<file path="src/rtl/blackjack_table_fsm.sv">
// blackjack_table_fsm: game-flow controller for a table of 1..NUM_SEATS seats
// plus a dealer. Sequences seat selection, initial deal, per-seat turns, the
// dealer turn and the per-seat result. Cards are requested through a
// draw_req / cards_updated handshake; hand scores arrive on the score inputs.
// Optional feature macro: BJ_PUSH_EN (ties set push_mask instead of losing).
module blackjack_table_fsm #(
    parameter  int NUM_SEATS    = 4,
    parameter  int SCORE_W      = 5,
    parameter  int DEALER_STAND = 17,
    localparam int TW           = $clog2(NUM_SEATS + 1)
) (
    input  logic                         clk,
    input  logic                         reset,
    input  logic                         hold,
    input  logic                         hit,
    input  logic                         hold_ai,
    input  logic                         hit_ai,
    input  logic [NUM_SEATS-1:0]         ai_mask,
    input  logic                         cards_updated,
    input  logic [NUM_SEATS*SCORE_W-1:0] seat_high,
    input  logic [NUM_SEATS*SCORE_W-1:0] seat_low,
    input  logic [SCORE_W-1:0]           d_high,
    input  logic [SCORE_W-1:0]           d_low,
    output logic                         draw_req,
    output logic [TW-1:0]                draw_target,
    output logic [2:0]                   current_state,
    output logic [TW-1:0]                active_seat,
    output logic [TW-1:0]                seat_count,
    output logic [NUM_SEATS-1:0]         win_mask,
    output logic [NUM_SEATS-1:0]         push_mask
);

    // Deal counter must reach 2*(NUM_SEATS+1).
    localparam int KW = $clog2(2 * (NUM_SEATS + 1) + 1);

    typedef enum logic [2:0] {
        S_SELECT      = 3'd0,
        S_DEAL        = 3'd1,
        S_DEAL_WAIT   = 3'd2,
        S_TURN        = 3'd3,
        S_DRAW_WAIT   = 3'd4,
        S_DEALER      = 3'd5,
        S_DEALER_WAIT = 3'd6,
        S_RESULT      = 3'd7
    } state_t;

    state_t               state_q,       state_d;
    logic [TW-1:0]        seat_count_q,  seat_count_d;
    logic [TW-1:0]        active_seat_q, active_seat_d;
    logic [KW-1:0]        deal_k_q,      deal_k_d;
    logic [TW-1:0]        deal_tgt_q,    deal_tgt_d;
    logic [NUM_SEATS-1:0] ai_q,          ai_d;
    logic                 draw_req_q,    draw_req_d;
    logic [TW-1:0]        draw_target_q, draw_target_d;
    logic [NUM_SEATS-1:0] win_q,         win_d;
    logic [NUM_SEATS-1:0] push_q,        push_d;

    // Best score of a hand as {bust, score}: ace-high if it fits, else ace-low.
    function automatic logic [SCORE_W:0] best_score(input logic [SCORE_W-1:0] high,
                                                     input logic [SCORE_W-1:0] low);
        if (int'(high) <= 21)
            best_score = {1'b0, high};
        else if (low != '0 && int'(low) <= 21)
            best_score = {1'b0, low};
        else
            best_score = {1'b1, {SCORE_W{1'b0}}};
    endfunction

    logic [NUM_SEATS-1:0] seat_bust;
    logic [SCORE_W-1:0]   seat_best [NUM_SEATS];
    logic [NUM_SEATS-1:0] in_play;
    logic                 dealer_bust;
    logic [SCORE_W-1:0]   dealer_best;
    logic                 all_bust;
    logic                 act_bust;
    logic                 act_ai;
    logic                 act_hold;
    logic                 act_hit;
    logic [NUM_SEATS-1:0] win_next;
    logic [NUM_SEATS-1:0] push_next;
    logic [KW-1:0]        deal_total;

    // Hand evaluation for every seat, the dealer and the active seat.
    always_comb begin
        // NOTE: every variable gets a default before any branch so no latch is inferred.
        seat_bust   = '0;
        in_play     = '0;
        win_next    = '0;
        push_next   = '0;
        act_bust    = 1'b0;
        act_ai      = 1'b0;
        {dealer_bust, dealer_best} = best_score(d_high, d_low);
        for (int i = 0; i < NUM_SEATS; i++) begin
            {seat_bust[i], seat_best[i]} =
                best_score(seat_high[i*SCORE_W +: SCORE_W], seat_low[i*SCORE_W +: SCORE_W]);
            in_play[i] = (i < int'(seat_count_q));
            win_next[i] = in_play[i] && !seat_bust[i] &&
                          (dealer_bust || seat_best[i] > dealer_best);
`ifdef BJ_PUSH_EN
            push_next[i] = in_play[i] && !seat_bust[i] && !dealer_bust &&
                           (seat_best[i] == dealer_best);
`endif
            if (active_seat_q == TW'(i)) begin
                act_bust = seat_bust[i];
                act_ai   = ai_q[i];
            end
        end
        all_bust   = &(seat_bust | ~in_play);
        act_hold   = act_ai ? hold_ai : hold;
        act_hit    = act_ai ? hit_ai  : hit;
        deal_total = KW'((int'(seat_count_q) + 1) * 2);
    end

    // Next-state and registered-output logic of the game-flow FSM.
    always_comb begin
        state_d       = state_q;
        seat_count_d  = seat_count_q;
        active_seat_d = active_seat_q;
        deal_k_d      = deal_k_q;
        deal_tgt_d    = deal_tgt_q;
        ai_d          = ai_q;
        draw_req_d    = 1'b0;
        draw_target_d = draw_target_q;
        win_d         = win_q;
        push_d        = push_q;

        case (state_q)
            S_SELECT: begin
                if (hit) begin
                    ai_d       = ai_mask;
                    deal_k_d   = '0;
                    deal_tgt_d = '0;
                    state_d    = S_DEAL;
                end else if (hold) begin
                    seat_count_d = (seat_count_q == TW'(NUM_SEATS)) ? TW'(1)
                                                                   : seat_count_q + TW'(1);
                end
            end
            S_DEAL: begin
                draw_req_d    = 1'b1;
                draw_target_d = (deal_tgt_q == seat_count_q) ? TW'(NUM_SEATS) : deal_tgt_q;
                state_d       = S_DEAL_WAIT;
            end
            S_DEAL_WAIT: begin
                if (cards_updated) begin
                    deal_k_d   = deal_k_q + KW'(1);
                    deal_tgt_d = (deal_tgt_q == seat_count_q) ? '0 : deal_tgt_q + TW'(1);
                    if (deal_k_q + KW'(1) == deal_total) begin
                        active_seat_d = '0;
                        state_d       = S_TURN;
                    end else begin
                        state_d = S_DEAL;
                    end
                end
            end
            S_TURN: begin
                if (act_bust || act_hold) begin
                    if (active_seat_q + TW'(1) == seat_count_q)
                        state_d = S_DEALER;
                    else
                        active_seat_d = active_seat_q + TW'(1);
                end else if (act_hit) begin
                    draw_req_d    = 1'b1;
                    draw_target_d = active_seat_q;
                    state_d       = S_DRAW_WAIT;
                end
            end
            S_DRAW_WAIT: begin
                if (cards_updated)
                    state_d = S_TURN;
            end
            S_DEALER: begin
                if (all_bust || dealer_bust || int'(dealer_best) >= DEALER_STAND) begin
                    win_d   = win_next;
                    push_d  = push_next;
                    state_d = S_RESULT;
                end else begin
                    draw_req_d    = 1'b1;
                    draw_target_d = TW'(NUM_SEATS);
                    state_d       = S_DEALER_WAIT;
                end
            end
            S_DEALER_WAIT: begin
                if (cards_updated)
                    state_d = S_DEALER;
            end
            S_RESULT: begin
                if (hold && hit) begin
                    win_d   = '0;
                    push_d  = '0;
                    state_d = S_SELECT;
                end
            end
            default: state_d = S_SELECT;
        endcase
    end

    // State and output registers; reset abandons any outstanding request.
    always_ff @(posedge clk or posedge reset) begin
        if (reset) begin
            state_q       <= S_SELECT;
            seat_count_q  <= TW'(1);
            active_seat_q <= '0;
            deal_k_q      <= '0;
            deal_tgt_q    <= '0;
            ai_q          <= '0;
            draw_req_q    <= 1'b0;
            draw_target_q <= '0;
            win_q         <= '0;
            push_q        <= '0;
        end else begin
            // NOTE: non-blocking assignments so every register samples pre-edge values.
            state_q       <= state_d;
            seat_count_q  <= seat_count_d;
            active_seat_q <= active_seat_d;
            deal_k_q      <= deal_k_d;
            deal_tgt_q    <= deal_tgt_d;
            ai_q          <= ai_d;
            draw_req_q    <= draw_req_d;
            draw_target_q <= draw_target_d;
            win_q         <= win_d;
            push_q        <= push_d;
        end
    end

    assign current_state = state_q;
    assign seat_count    = seat_count_q;
    assign active_seat   = active_seat_q;
    assign draw_req      = draw_req_q;
    assign draw_target   = draw_target_q;
    assign win_mask      = win_q;
    assign push_mask     = push_q;

endmodule
</file>
<file path="config.mk">
export PLATFORM = sky130hd
export DESIGN_NAME = blackjack_table_fsm
export DESIGN_NICKNAME = d
export VERILOG_FILES = /design/src/rtl/blackjack_table_fsm.sv
export SDC_FILE = /design/constraint.sdc
export NUM_CORES = 1
export LEC_CHECK = 0
export ABC_CLOCK_PERIOD_IN_PS = 2800
export CAP_MARGIN = 20
export CORE_MARGIN = 2
export CORE_UTILIZATION = 35
export DETAILED_ROUTE_END_ITERATION = 10
export SETUP_SLACK_MARGIN = 0.02
export SYNTH_ARGS = -nofsm -noshare
export SYNTH_HDL_FRONTEND = slang
export SYNTH_SLANG_ARGS = --single-unit
</file>
<file path="constraint.sdc">
create_clock -name clk -period 2.8 [get_ports clk]
set_clock_uncertainty 0.15 [all_clocks]
set_input_delay 0.42 -clock clk [delete_from_list [all_inputs] [get_ports clk]]
set_output_delay 0.42 -clock clk [all_outputs]
set_load 0.01 [all_outputs]
</file>
After elaboration in Yosys (flattened, before gate mapping)
Cells that the tools add are included.
{"block": "totals", "register_bits": 32, "in_bits": 61}
{"block": "classes", "eq_ne": 28, "n_bitwise": 3, "addsub": 5, "mux": 58, "n_reduce_logical": 44, "order_cmp": 19}
{"op": "$mux W3", "n": 20}
{"op": "$mux W6", "n": 10}
{"op": "$le A5 B5 Y1 const B", "n": 10}
{"op": "$reduce_bool A5 Y1", "n": 5}
{"op": "$ne A2 B2 Y1 const B", "n": 12}
{"op": "$pmux W3 S8", "n": 1}
{"op": "$pmux W4 S2", "n": 3}
{"op": "$gt A5 B5 Y1", "n": 4}
{"op": "$mux W4", "n": 5}
{"op": "$eq A3 B3 Y1 const B", "n": 5}
{"op": "$logic_and A1 B1 Y1", "n": 14}
{"op": "$mux W1", "n": 14}
{"op": "$add A3 B1 Y3 const B", "n": 4}
{"op": "$eq A3 B2 Y1 const B", "n": 4}
{"op": "$pmux W3 S2", "n": 2}
{"op": "$pmux W3 S3", "n": 1}
{"op": "$reduce_and A3 Y1", "n": 3}
{"op": "$reduce_and A4 Y1", "n": 2}
{"op": "$logic_or A1 B1 Y1", "n": 7}
{"op": "$reduce_and A7 Y1", "n": 1}
{"op": "$eq A3 B1 Y1 const B", "n": 2}
{"op": "$eq A3 B3 Y1", "n": 2}
{"op": "$logic_not A3 Y1", "n": 2}
{"op": "$lt A1 B3 Y1 const A", "n": 2}
{"op": "15 further kinds", "n": 22}

Logic depth before layout (Yosys ltp)
{"block": "depth", "word_depth": 11, "mapped_depth": 13, "ltp_nobuf": 12}

Worst setup path after synthesis
OpenSTA, ideal clock, no wires.
{"block": "synth_timing", "path_kind": "in2reg", "from": "input seat_high[2]", "to": "register win_q[0], in the netlist win_mask[0]", "path_stages": 12, "n_path_buf": 0, "arrival_time_ns": 2.444, "slack_ns": 0.127, "setup_time_ns": 0.079, "required_time_ns": 2.571, "path_cell_list": "a21o_1 > nand2_2 > nor2_1 > a22o_2 > ha_1 > nor2b_1 > o21a_1 > o21a_1 > o21ai_0 > maj3_1 > a221o_1 > mux2i_1"}
{"block": "synth_via", "elab_chain_len": 8, "elab_cells_between_ends": 15, "classes_between": "2 x order compare; 1 x eq/ne; 3 x mux; 1 x bitwise; 8 x reduce/logical"}
{"item": "from (decl)", "line": "20", "source": "input logic [NUM_SEATS*SCORE_W-1:0] seat_high,"}
{"item": "$le A5 B5 Y1", "line": "61", "source": "if (int'(high) <= 21)"}
{"item": "$mux W6 *", "line": "61"}
{"item": "branches (longest 6 deep; another with $gt A5 B5 Y1)"}
{"item": "to (signal assigned)", "line": "221", "source": "win_q <= win_d;"}
{"item": "to (decl)", "line": "55", "source": "logic [NUM_SEATS-1:0] win_q, win_d;"}
Mark *: on every way between the ends. The select of a mux whose other input is x is not followed.
A chain may end at the register's enable or synchronous reset.

Worst setup path in the final report
{"block": "layout_timing", "from": "input seat_low[6]", "to": "register draw_target_q[2], in the netlist draw_target[2]"}
{"block": "layout_via", "elab_chain_len": 10, "elab_cells_between_ends": 16, "classes_between": "1 x order compare; 2 x eq/ne; 5 x mux; 1 x bitwise; 7 x reduce/logical"}
{"item": "from (decl)", "line": "21", "source": "input logic [NUM_SEATS*SCORE_W-1:0] seat_low,"}
{"item": "$le A5 B5 Y1 or $reduce_bool A5 Y1 (tied branches)", "line": "63", "source": "else if (low != '0 && int'(low) <= 21)"}
{"item": "$logic_and A1 B1 Y1 *", "line": "63"}
{"item": "$mux W6 *", "line": "63"}
{"item": "$mux W6 *", "line": "61"}
{"item": "$or A4 B4 Y4 or $mux W1 (tied branches)", "line": "108, 103"}
{"item": "$reduce_and A4 Y1 or $mux W1 (tied branches)", "line": "108, 103"}
{"item": "$logic_or A1 B1 Y1 or $mux W1 (tied branches)", "line": "173, 103"}
{"item": "$logic_or A1 B1 Y1 (on tied branches)", "line": "173, 157"}
{"item": "$ne A2 B2 Y1 (no source line)"}
{"item": "$reduce_and A4 Y1 (no source line) *"}
{"item": "to (signal assigned)", "line": "220", "source": "draw_target_q <= draw_target_d;"}
{"item": "to (decl)", "line": "54", "source": "logic [TW-1:0] draw_target_q, draw_target_d;"}
Every way passes the cells marked *; elsewhere a longest branch is shown, timed or not.

==> results.tsv <==
stage	metric	value	unit
status	status	finished, final reports clean	
sta	Worst-Margin Slew	0.704	ns
logic_synthesis	Post-Syn Area per Cell	8.41	um^2
floorplan	# rows	33	
grt	antenna violations before repair	0	
power_and_ir_drop	Power Dens Cells	724	nW/um^2
grt	total gr overflow	0	
logic_synthesis	warnings from Yosys	0	
layout	area delta synth->final	57.4	%
layout	most frequent cells in the layout	69 x buf_4, 56 x clkdlybuf4s50_1, 36 x nand2_1	
floorplan	Die H	95.7	um
power_and_ir_drop	Leak	2.17	nW
worst_setup_path	Worst setup endpoint	draw_target[2]	
place	Placer Congestion	0.803	
sta	setup violators final	0	
sta	fin crit share	97.5	%
clock_network	Clock Latency Late Sink	0.28	ns
logic_synthesis	sequential fraction of the synthesis area	23.9	%
worst_setup_path	cell family with most CP delay	compound AO/OA/AOI/OAI gates	
drt	iteration-0 DRC count of the detailed router	148	
floorplan	core region area	8180	um^2
sta	Max Freq	0.366	GHz
worst_setup_path	CP required	2.83	ns
floorplan	die area	9160	um^2
worst_setup_path	crit-path cells	clkdlybuf4s50_1 > a21oi_2 > buf_4 > mux2i_2 > and4b_2 > o311ai_4 > nand4b_2 > a22oi_4 > mux2_4	
drt	vias per cell	5.23	
worst_setup_path	worst-path maximum fanout	4	
run	Max Cap Viol	0	
sta	Fin. Hold Viols	0	
sta	Max-slew headroom	53.0	%
floorplan	I/O pins	82	
power_and_ir_drop	worst vdd ir	0.000543	V
logic_synthesis	FFs w/ async S/R, synth	100	%
clock_network	H-tree depth	1	
worst_setup_path	Worst path depth	9	
sta	setup TNS	0	ns
worst_setup_path	Setup Crit Path Kind	in -> reg	
drt	DR vias	3125	
worst_setup_path	CP Launch Point	seat_low[6]	
hold_path	Worst Hold Launch	ai_q[2]	
sta	Tmin final	2.73	ns
logic_synthesis	cells after synthesis	350	
worst_setup_path	CP Data Arrival Time	2.76	ns
hold_path	hold crit path type	reg -> reg	
grt	largest net degree at the start of global routing	19	
logic_synthesis	EDFF count, synth	0	
layout	Final nets	581	
worst_setup_path	CP peak stage delay	0.47	ns
clock_network	CTS tree	built	
grt	vias in the first global route	3109	
floorplan	Initial Util	36.0	%
worst_setup_path	reg2reg path depth	9	
worst_setup_path	Slowest cell on crit path	clkdlybuf4s50_1	
layout	commonest non-fill, non-tap cell in the layout	buf_4	
drt	DR WL/cell	15.1	um
worst_setup_path	Critical R2R Capture	draw_target[2]	
logic_synthesis	Seq cells post-synth	28	
place	Cells after DPL	586	
clock_network	CTS Buffer Depth	2	
worst_setup_path	reg-to-reg startpoint	active_seat[0]	
layout	final core utilization	56.7	%
worst_setup_path	Reg2Reg Setup Slack	0.20	ns
worst_setup_path	crit end category	register	
layout	fillers	776	
drt	antenna-violating nets left	0	
worst_setup_path	Critical Path Source Type	input port	
floorplan	die width	95.7	um
drt	drt drc	0	
logic_synthesis	synthesized area	2940	um^2
layout	Post-Layout Cell Count	597	
layout	share of layout cells above drive strength 1	27.4	%
worst_setup_path	CP bufs+invs	2	
logic_synthesis	main flop type after synthesis	dfrtp_1	
logic_synthesis	count of different cell masters after synthesis	64	
drt	iteration count of the initial detailed-routing pass	5	
clock_network	Clk pin slew, worst setup/hold paths	0.10	ns
grt	gr usage total	19.8	%
place	DP HPWL	7180	um
clock_network	CTS Root Cell	clkbuf_8	
place	port buffer count	77	
layout	Ant. Diodes	0	
clock_network	clock sink count	28	
layout	register area	702	um^2
sta	Final Max Slew Viols	0	
grt	first-pass GRT wire length	14500	um
drt	DRT Wirelength	9030	um
clock_network	Num CTS Buffers	3	
layout	area of the multi-input gates	2310	um^2
stage by stage:
| stage | instance area (um^2) | total power, mW | worst slack, ns | hold WS (ns) |
|---|---|---|---|---|
| after global routing | 4630 | 3.66 | -0.00379 | 0.386 |
| after global placement | 4270 | 2.81 | -0.405 | 0.338 |
| final | 4630 | 3.36 | 0.0701 | 0.361 |
| after floorplan | 2950 | 2.12 | 0.127 | 0.322 |
| after detailed placement | 4270 | 2.86 | -0.491 | 0.346 |
| after CTS | 4370 | 3.22 | 0.0182 | 0.369 |
worst min-delay path by stage:
stage,to,slack (ns),cells after the start
final,ai_q[2],0.36,1
after global routing,ai_q[2],0.39,1
after CTS,ai_q[2],0.37,1
after detailed placement,ai_q[2],0.35,1
after global placement,ai_q[2],0.34,1
after floorplan,ai_q[2],0.32,1
worst register-to-register path: stages, from the launching register on:
cell and delay [ns]:
dfrtp_1 0.43, ha_1 0.22, ha_2 0.23, nor2_4 0.13
a22o_1 0.16, nand2_1 0.12, mux2i_2 0.22, nand4b_2 0.27
a22oi_4 0.24, mux2_4 0.32
cell families (layout without fill, tap and decap cells):
family	count (synthesis)	in the layout	synth area share, %
compound gates	111	111	27.3
xor+xnor	12	12	3.57
fa+ha+maj	28	28	11.8
buf+inv	33	172	4.76
flops	28	28	23.9
mux	20	20	7.95
other cells	1	4	0.127
simple gates	117	117	20.7
what timing repair did:
action	in CTS	in global routing
endpoints found under the setup margin	8	11
endpoints found under the hold margin	0	0
hold buffers	0	0
buffers inserted	2	5
pin swaps	8	21
gates cloned	0	0
gates resized for setup	13	58
synth_stat cells, drive strengths merged (3+ instances only):
| cell type | instances | area [um^2] |
|---|---|---|
| a22o | 9 | 81.3 |
| ha | 27 | 338 |
| nor2 | 24 | 90.1 |
| nand3 | 11 | 55.1 |
| mux2 | 12 | 154 |
| a22oi | 5 | 51.3 |
| o22ai | 5 | 37.5 |
| nor3 | 3 | 15.0 |
| nand4 | 6 | 37.5 |
| a21boi | 4 | 30.0 |
| nand2b | 4 | 25.0 |
| nand2 | 39 | 151 |
| a21oi | 19 | 106 |
| mux2i | 8 | 80.1 |
| clkbuf | 9 | 35.0 |
| and2 | 4 | 25.0 |
| xnor2 | 6 | 52.6 |
| inv | 20 | 75.1 |
| xor2 | 6 | 52.6 |
| nor2b | 12 | 75.1 |
| o21a | 13 | 97.6 |
| o21ai | 29 | 145 |
| or4 | 5 | 37.5 |
| o221ai | 3 | 32.5 |
| dfrtp | 27 | 676 |
| buf | 4 | 30.0 |
| a21o | 5 | 37.5 |
power breakdown:
part,total [mW],internal [mW],switching (mW)
logic,2.22,1.16,1.06
clock network,0.323,0.192,0.132
registers,0.812,0.580,0.231
area by class of cell:
class	instances	area share, %
Clock buffer	3	0.891
Clock inverter	1	0.648
Inverter	20	1.62
Multi-Input combinational cell	292	49.9
Sequential cell	28	15.1
Tap cell	105	2.84
Timing Repair Buffer	148	28.9
layer usage:
metal | GRT usage [%] | wire, um | vias to the layer above
met5 | 0 | 0 | -
met3 | 2.27 | 384 | 2
met2 | 34.1 | 4340 | 73
met4 | 1.43 | 25 | 0
li1 | - | - | 1559
met1 | 27.7 | 4270 | 1491
sequential cells by signal, summed over array words and instances (netlist names):
name and flops:
deal_k_q 4, ai_q 4, active_seat 3, draw_target 3
draw_req 1, current_state 3, win_mask 4, deal_tgt_q 3
seat_count 3
Note: power is estimated with default switching activity, not from simulation.
